### src/rtl/hit_flash_timer.sv
// Line-clear flash effect timer: a valid hit starts or retriggers a countdown,
// with a blink pattern while active and a one-cycle done pulse on natural expiry.
module hit_flash_timer #(
  parameter int CNT_W      = 5,
  parameter int DUR1       = 3,
  parameter int DUR2       = 8,
  parameter int DUR3       = 15,
  parameter int DUR4       = 24,
  parameter int BLINK_HALF = 2
) (
  input  logic             clk,
  input  logic             rst,
  input  logic             hit,
  input  logic [2:0]       lineCount,
  input  logic             mode,
  input  logic             pause,
  output logic             hitTime,
  output logic             blink,
  output logic [2:0]       level,
  output logic [CNT_W-1:0] remaining,
  output logic             done
);

  localparam int MAX_V = (1 << CNT_W) - 1;

  // Durations longer than the counter can hold saturate instead of truncating.
  localparam logic [CNT_W-1:0] D1 = CNT_W'((DUR1 > MAX_V) ? MAX_V : DUR1);
  localparam logic [CNT_W-1:0] D2 = CNT_W'((DUR2 > MAX_V) ? MAX_V : DUR2);
  localparam logic [CNT_W-1:0] D3 = CNT_W'((DUR3 > MAX_V) ? MAX_V : DUR3);
  localparam logic [CNT_W-1:0] D4 = CNT_W'((DUR4 > MAX_V) ? MAX_V : DUR4);

  localparam int              PH_W    = (BLINK_HALF > 1) ? $clog2(BLINK_HALF) : 1;
  localparam logic [PH_W-1:0] PH_LAST = PH_W'(BLINK_HALF - 1);

  localparam logic [0:0] IDLE = 1'b0;
  localparam logic [0:0] RUN  = 1'b1;

  logic [0:0]       state;
  logic [PH_W-1:0]  phase;
  logic [CNT_W-1:0] dSel;
  logic             validHit;

  // A zero selected duration covers both out-of-range line counts and DURn = 0.
  always_comb begin
    dSel = '0;
    case (lineCount)
      3'd1:    dSel = D1;
      3'd2:    dSel = D2;
      3'd3:    dSel = D3;
      3'd4:    dSel = D4;
      default: dSel = '0;
    endcase
    validHit = hit && (dSel != '0);
  end

  assign hitTime = (state == RUN);

  always_ff @(posedge clk) begin
    if (rst) begin
      state     <= IDLE;
      remaining <= '0;
      level     <= '0;
      blink     <= 1'b0;
      phase     <= '0;
      done      <= 1'b0;
    end else begin
      done <= 1'b0;
      if (validHit) begin
        // A hit always wins, even on the edge the countdown would expire.
        if (state == IDLE || !mode) begin
          remaining <= dSel;
          level     <= lineCount;
        end else begin
          remaining <= (remaining > dSel) ? remaining : dSel;
          level     <= (level > lineCount) ? level : lineCount;
        end
        state <= RUN;
        blink <= 1'b1;
        phase <= '0;
      end else if (state == RUN && !pause) begin
        if (remaining == CNT_W'(1)) begin
          state     <= IDLE;
          remaining <= '0;
          level     <= '0;
          blink     <= 1'b0;
          phase     <= '0;
          done      <= 1'b1;
        end else begin
          remaining <= remaining - CNT_W'(1);
          if (phase == PH_LAST) begin
            phase <= '0;
            blink <= ~blink;
          end else begin
            phase <= phase + PH_W'(1);
          end
        end
      end
    end
  end

endmodule

### config.mk
export PLATFORM = sky130hd
export DESIGN_NAME = hit_flash_timer
export DESIGN_NICKNAME = d
export VERILOG_FILES = /design/src/rtl/hit_flash_timer.sv
export SDC_FILE = /design/constraint.sdc
export NUM_CORES = 1
export LEC_CHECK = 0
export CORE_AREA = 4 4 47 49
export DETAILED_ROUTE_END_ITERATION = 10
export DIE_AREA = 0 0 51 53
export PLACE_DENSITY = 0.81
export SYNTH_ARGS = -nofsm -noshare
export SYNTH_HDL_FRONTEND = slang
export SYNTH_SLANG_ARGS = --single-unit
### constraint.sdc
create_clock -name clk -period 4.82 [get_ports clk]
set_input_delay 0.723 -clock clk [delete_from_list [all_inputs] [get_ports clk]]
set_output_delay 0.723 -clock clk [all_outputs]
set_load 0.1 [all_outputs]
# Word-level counts from Yosys, hierarchy flattened
# Index checks and enable logic that the tools add are counted.
# W data, S select, Z words.
[op_classes]
n_addsub = 2
order_cmp = 2
n_eq_ne = 7
muxes = 21
bitwise_logic = 3
reduce_logical = 15
[ops]
columns = ["op", "n"]
rows = [
  ["$mux W5", 5],
  ["$pmux W5 S4", 1],
  ["$mux W3", 5],
  ["$mux W1", 10],
  ["$eq A3 B2 Y1 const B", 2],
  ["$ne A3 B3 Y1 const B", 2],
  ["$reduce_and A2 Y1", 3],
  ["$eq A5 B1 Y1 const B", 1],
  ["$gt A5 B5 Y1", 1],
  ["$reduce_bool A5 Y1", 1],
  ["$sub A5 B1 Y5 const B", 1],
  ["$reduce_bool A2 Y1", 2],
  ["$eq A3 B1 Y1 const B", 1],
  ["$eq A3 B3 Y1 const B", 1],
  ["$gt A3 B3 Y1", 1],
  ["$not A1 Y1", 3],
  ["$reduce_and A3 Y1", 1],
  ["$reduce_bool A3 Y1", 1],
  ["$reduce_or A3 Y1", 1],
  ["$logic_and A1 B1 Y1", 2],
  ["$logic_not A1 Y1", 2],
  ["$reduce_or A2 Y1", 1],
  ["$add A1 B1 Y1 const B", 1],
  ["$logic_or A1 B1 Y1", 1],
]
[word_totals]
regBits = 12
out_inout_bits = 11

# Depth between registers and ports, before layout
[depth]
ltp_word = 6
mapped_depth = 9
mapped_depth_nobuf = 9

# Least setup slack after synthesis
# OpenSTA, ideal clock, no wires.
[synth_path]
path_kind = "register to register"
from = "register remaining[0]"
to = "register level[0]"
setup_ps = 85
t_arrival_ps = 2340
slack_ps = 2395
path_stages_with_launch = 6
path_buffers = 0
cell_sequence = "dfxtp_1 -> ha_1 -> nor4b_4 -> a21oi_2 -> or4b_1 -> o31ai_2"
[synth_between]
elab_chain_cells = 3
[synth_lines]
columns = ["item", "line", "rtl"]
rows = [
  ["start, declared", "20", "output logic [CNT_W-1:0] remaining,"],
  ["start signal, assigned", "71", "remaining <= dSel;"],
  ["start signal, assigned", "74", "remaining <= (remaining > dSel) ? remaining : dSel;"],
  ["start signal, assigned", "89", "remaining <= remaining - CNT_W'(1);"],
  ["$eq A5 B1 Y1", "81", "if (remaining == CNT_W'(1)) begin"],
  ["$reduce_bool A2 Y1 (no line)", "--", ""],
  ["$reduce_and A3 Y1 (no line)", "--", ""],
  ["end signal, assigned", "72", "level <= lineCount;"],
  ["end signal, assigned", "75", "level <= (level > lineCount) ? level : lineCount;"],
  ["end, declared", "19", "output logic [2:0] level,"],
]
# Every way passes these cells.
# A chain may end at the register's enable or synchronous reset.

# Worst setup path after layout
[layout_path]
from = "input lineCount[2]"
to = "register remaining[0]"
[layout_between]
elab_chain_cells = 6
[layout_lines]
columns = ["item", "line", "rtl"]
rows = [
  ["start, declared", "14", "input logic [2:0] lineCount,"],
  ["$eq A3 B3 Y1, or another cell as far along", "46", "case (lineCount)"],
  ["$pmux W5 S4 (*)", "46", ""],
  ["parallel branches: the longest is 4 deep, another holds $gt A5 B5 Y1", "--", ""],
]
# Every way passes the cells marked *. The select of a mux whose other input is x is not followed.

==> results list <==
- The run finished with clean final reports.
- Post-detailed-routing wire length: 2350 µm
- Largest net degree at the start of global routing: 14
- Setup repair after global routing left no endpoint under its margin.
- The startpoint identified for the worst register-to-register timing path is remaining[0]$_SDFFE_PP0P_.
- For this configuration, the core starts out at a cell density of 0.511.
- Endpoints failing setup: 0
* Input/output buffers: 18
* Post-synthesis async set-or-reset flop share: 0
- Cell count after synthesis: 116
* Maximum fanout along the worst path: 7
- The worst register-to-register path has a depth of 5.
- Floorplan die height: 53 µm
- Counting I/O delays and the setup requirement, the final critical path takes 2.90 ns.
* Class of the most critical hold timing path: flip-flop to flip-flop
- Max-slew headroom at the worst pin: 0.352
- Number of vias in the routed layout: 946
- Across the VDD grid, the largest voltage drop is 0.294 mV.
- Adding up every negative setup slack in the final design gives 0 ns.
- Grt total ovfl: 0
* Pins over their slew limit: 0
- The clock passes through at most 2 buffers.
- The die is 51 µm wide.
- At the pin with the least slew margin, the transition time is 0.969 ns.
- Endpoint class of the critical path: flip-flop
- Clock latency on the worst-skew pair: 0.27 ns
* CP max stage cell: sky130_fd_sc_hd__clkdlybuf4s50_1
- After clock tree synthesis, the repair step resized 0 gates.
* Arr. time, crit path: 3.08 ns
* Detailed-route wire length per cell: 14.3 µm
- The first detailed-routing pass took 4 iterations.
- Capture point of the critical path: remaining[0]$_SDFFE_PP0P_
- Skew final: 0.00673 ns
- Counting the buffers created by CTS gives 3.
- For this run, the register share of the synthesized area comes to 0.253.
- The critical path runs through a total of 9 cells.
* Crit-path max cell delay: 0.58 ns
* Final HPWL DP: 1930 µm
- TritonCTS built the clock tree.
* Site row count: 16
- For this run, the total global-route usage over all layers was measured as 0.192.
* Yosys top cell area share: 0.253
* Post-synthesis cell area: 951 µm²
- In the final layout, the multi-input gates occupy 669 µm².
- Main area contributors after synthesis: sky130_fd_sc_hd__dfxtp_1 25%, sky130_fd_sc_hd__ha_1 13%, sky130_fd_sc_hd__a21oi_1 5.3%, sky130_fd_sc_hd__inv_1 3.9%, sky130_fd_sc_hd__nor3_1 3.7%
- Util after Layout: 0.643
- In this run the critical register-to-register path is captured at level[0]$_SDFFE_PP0P_.
* Setup crit start: lineCount[2]
- # hold bufs at CTS: 0
* Distinct cell type count after synthesis: 41
- In the final layout, the share of cells above drive strength 1 is 0.0949.
- Kind of cell adding the most delay to the critical path: compound AO/OA/AOI/OAI gates
- Synthesis produced a netlist with a net count of 134.
* Wire length of the first global-routing pass: 3960 µm
* Layout area overhead: 25.9%
* Post-layout nets: 156
- Antenna fix cells: 0
* Critical path data required time: 4.99 ns
- Static timing analysis puts the maximum clock frequency at 0.345 GHz.
* Fill cells: 171
- 19 I/O pins were placed.
* Share of the clock period used by the worst path: 0.602
- Setup slack on the worst reg-to-reg path comes out at 2.83 ns.
* Critical setup path kind: input port to flip-flop
- The detail route stage leaves a number of antenna-violating nets equal to 0.
- Buffers added to address setup during post-CTS repair amount to 0.
- In this run, synthesis produced a sequential element count of 12.
* DR DRC count: 0
* CTS HTree Levels: 1
- Number of endpoints with negative hold slack in the final report: 0
- Clock tree synthesis found a total of 12 sinks.
* Reported leakage power: 0.471 nW
- The average instance in the mapped netlist occupies 8.20 µm².
- CORE AREA: 0.00186 mm²
- Routability-driven placement congestion ratio: 0.910
- Reported max-cap violation count: 0
- The synthesized design contains 0 enable-type register cells.
- Clk slew on worst S/H paths: 0.08 ns
- Buffer and inverter count on the worst path: 2
- Among all flip-flop cells after synthesis, the most frequent one is sky130_fd_sc_hd__dfxtp_1.
* Footprint of the flip-flops and latches: 240 µm²
* Critical path, cell by cell: clkdlybuf4s50_1 > nor3b_4 > inv_1 > ha_1 > a21o_1 > mux2i_1 > a211o_1 > a21oi_1 > a311oi_1
- Die area: 0.00270 mm²
* Initial antenna violation count: 0
- Areal power density over the cells: 295 mW/mm²
- Number of global-route vias before repair: 905
* Kind of start point of the critical path: input port
- After the first detailed-routing iteration, the DRC count stood at 28.
- Yosys warning count: 0
* Clock root buffer master: sky130_fd_sc_hd__clkbuf_4
- Post-synthesis cell type with the largest combined area: sky130_fd_sc_hd__dfxtp_1
- Via-to-Cell Ratio: 5.77
==> cells in the mapped netlist, drive strengths merged (2+ instances only) <==
cell     n
o21a     3
dfxtp   12
o31ai    2
ha      10
o21ai    9
mux2i    2
inv     10
or3      2
nor3     7
nand2    8
nor2b    3
a21oi   11
nand3    2
a211oi   4
nor2     9
nor3b    3
==> how the worst min path moves through the flow <==
stage | from | end | slack (ns) | depth (start not counted)
floorplan | phase$_SDFFE_PP0P_ | blink$_SDFFE_PP0P_ | 0.51 | 2
global placement | blink$_SDFFE_PP0P_ | blink$_SDFFE_PP0P_ | 0.48 | 2
detailed placement | blink$_SDFFE_PP0P_ | blink$_SDFFE_PP0P_ | 0.49 | 2
CTS | blink$_SDFFE_PP0P_ | blink$_SDFFE_PP0P_ | 0.51 | 2
global route | level[2]$_SDFFE_PP0P_ | level[2]$_SDFFE_PP0P_ | 0.55 | 2
finish | blink$_SDFFE_PP0P_ | blink$_SDFFE_PP0P_ | 0.51 | 2
==> state kept, by name, summed over array words and instances, names as in the netlist <==
signal / count
phase: 1
done: 1
hitTime: 1
remaining: 5
level: 3
blink: 1
==> cell families after synthesis <==
kind of cell	synth area share
AO/OA/AOI/OAI	0.282
adder cells (fa/ha/maj)	0.132
buffers and inverters	0.0434
flip-flops	0.253
multiplexers	0.0211
AND/OR/NAND/NOR	0.270
==> placed cells by master (no fill, tap or decap), types with 2 or more instances in the layout <==
cell type                         count
sky130_fd_sc_hd__nor3_1               7
sky130_fd_sc_hd__or3_1                2
sky130_fd_sc_hd__nor2_1               9
sky130_fd_sc_hd__a21oi_1             10
sky130_fd_sc_hd__a211oi_1             2
sky130_fd_sc_hd__clkdlybuf4s50_1     18
sky130_fd_sc_hd__nor2b_1              3
sky130_fd_sc_hd__a211oi_2             2
sky130_fd_sc_hd__nand2_1              8
sky130_fd_sc_hd__o21ai_1              2
sky130_fd_sc_hd__nand3_1              2
sky130_fd_sc_hd__ha_1                10
sky130_fd_sc_hd__clkbuf_4             3
sky130_fd_sc_hd__o21a_1               2
sky130_fd_sc_hd__mux2i_1              2
sky130_fd_sc_hd__nor3b_1              2
sky130_fd_sc_hd__inv_1               10
sky130_fd_sc_hd__dfxtp_1             12
sky130_fd_sc_hd__o21ai_0              7
==> power by group <==
| group | leakage [nW] | switching, mW | internal (mW) | total [mW] |
|---|---|---|---|---|
| clock | 0.0210 | 0.0343 | 0.0459 | 0.0802 |
| combinational | 0.351 | 0.101 | 0.0530 | 0.154 |
| sequential | 0.0984 | 0.0125 | 0.106 | 0.119 |
| total | 0.471 | 0.148 | 0.205 | 0.353 |
==> metal layers <==
layer	wire, µm	vias up	global-route usage
li1	-	475	-
met1	1050	430	0.236
met4	34	0	0.0628
met3	125	6	0.0394
met2	1140	35	0.330
met5	0	-	0
==> layout make-up <==
cell class,count,share of cell area
Clock buffer,4,0.0303
Inverter,10,0.0313
Multi-Input combinational cell,93,0.559
Timing Repair Buffer,18,0.150
Sequential cell,12,0.201
Tap cell,27,0.0282
==> stage by stage <==
step	instance area (µm²)	power, mW	worst slack (ns)	hold WS, ns	std cells
floorplan	951	0.234	2.40	0.513	116
global placement	1160	0.271	1.75	0.482	160
detailed placement	1160	0.275	1.68	0.491	160
CTS	1200	0.353	1.96	0.511	164
global route	1200	0.372	1.77	0.547	164
finish	1200	0.353	1.92	0.514	164
==> worst reg2reg max path: stages (launching register included) <==
cell and delay (ns):
sky130_fd_sc_hd__dfxtp_1 0.48, sky130_fd_sc_hd__ha_1 0.24, sky130_fd_sc_hd__nor4b_4 0.45, sky130_fd_sc_hd__a21oi_2 0.15, sky130_fd_sc_hd__or4b_1 0.50, sky130_fd_sc_hd__o31ai_2 0.07
Note: power is estimated with default switching activity, not from simulation.
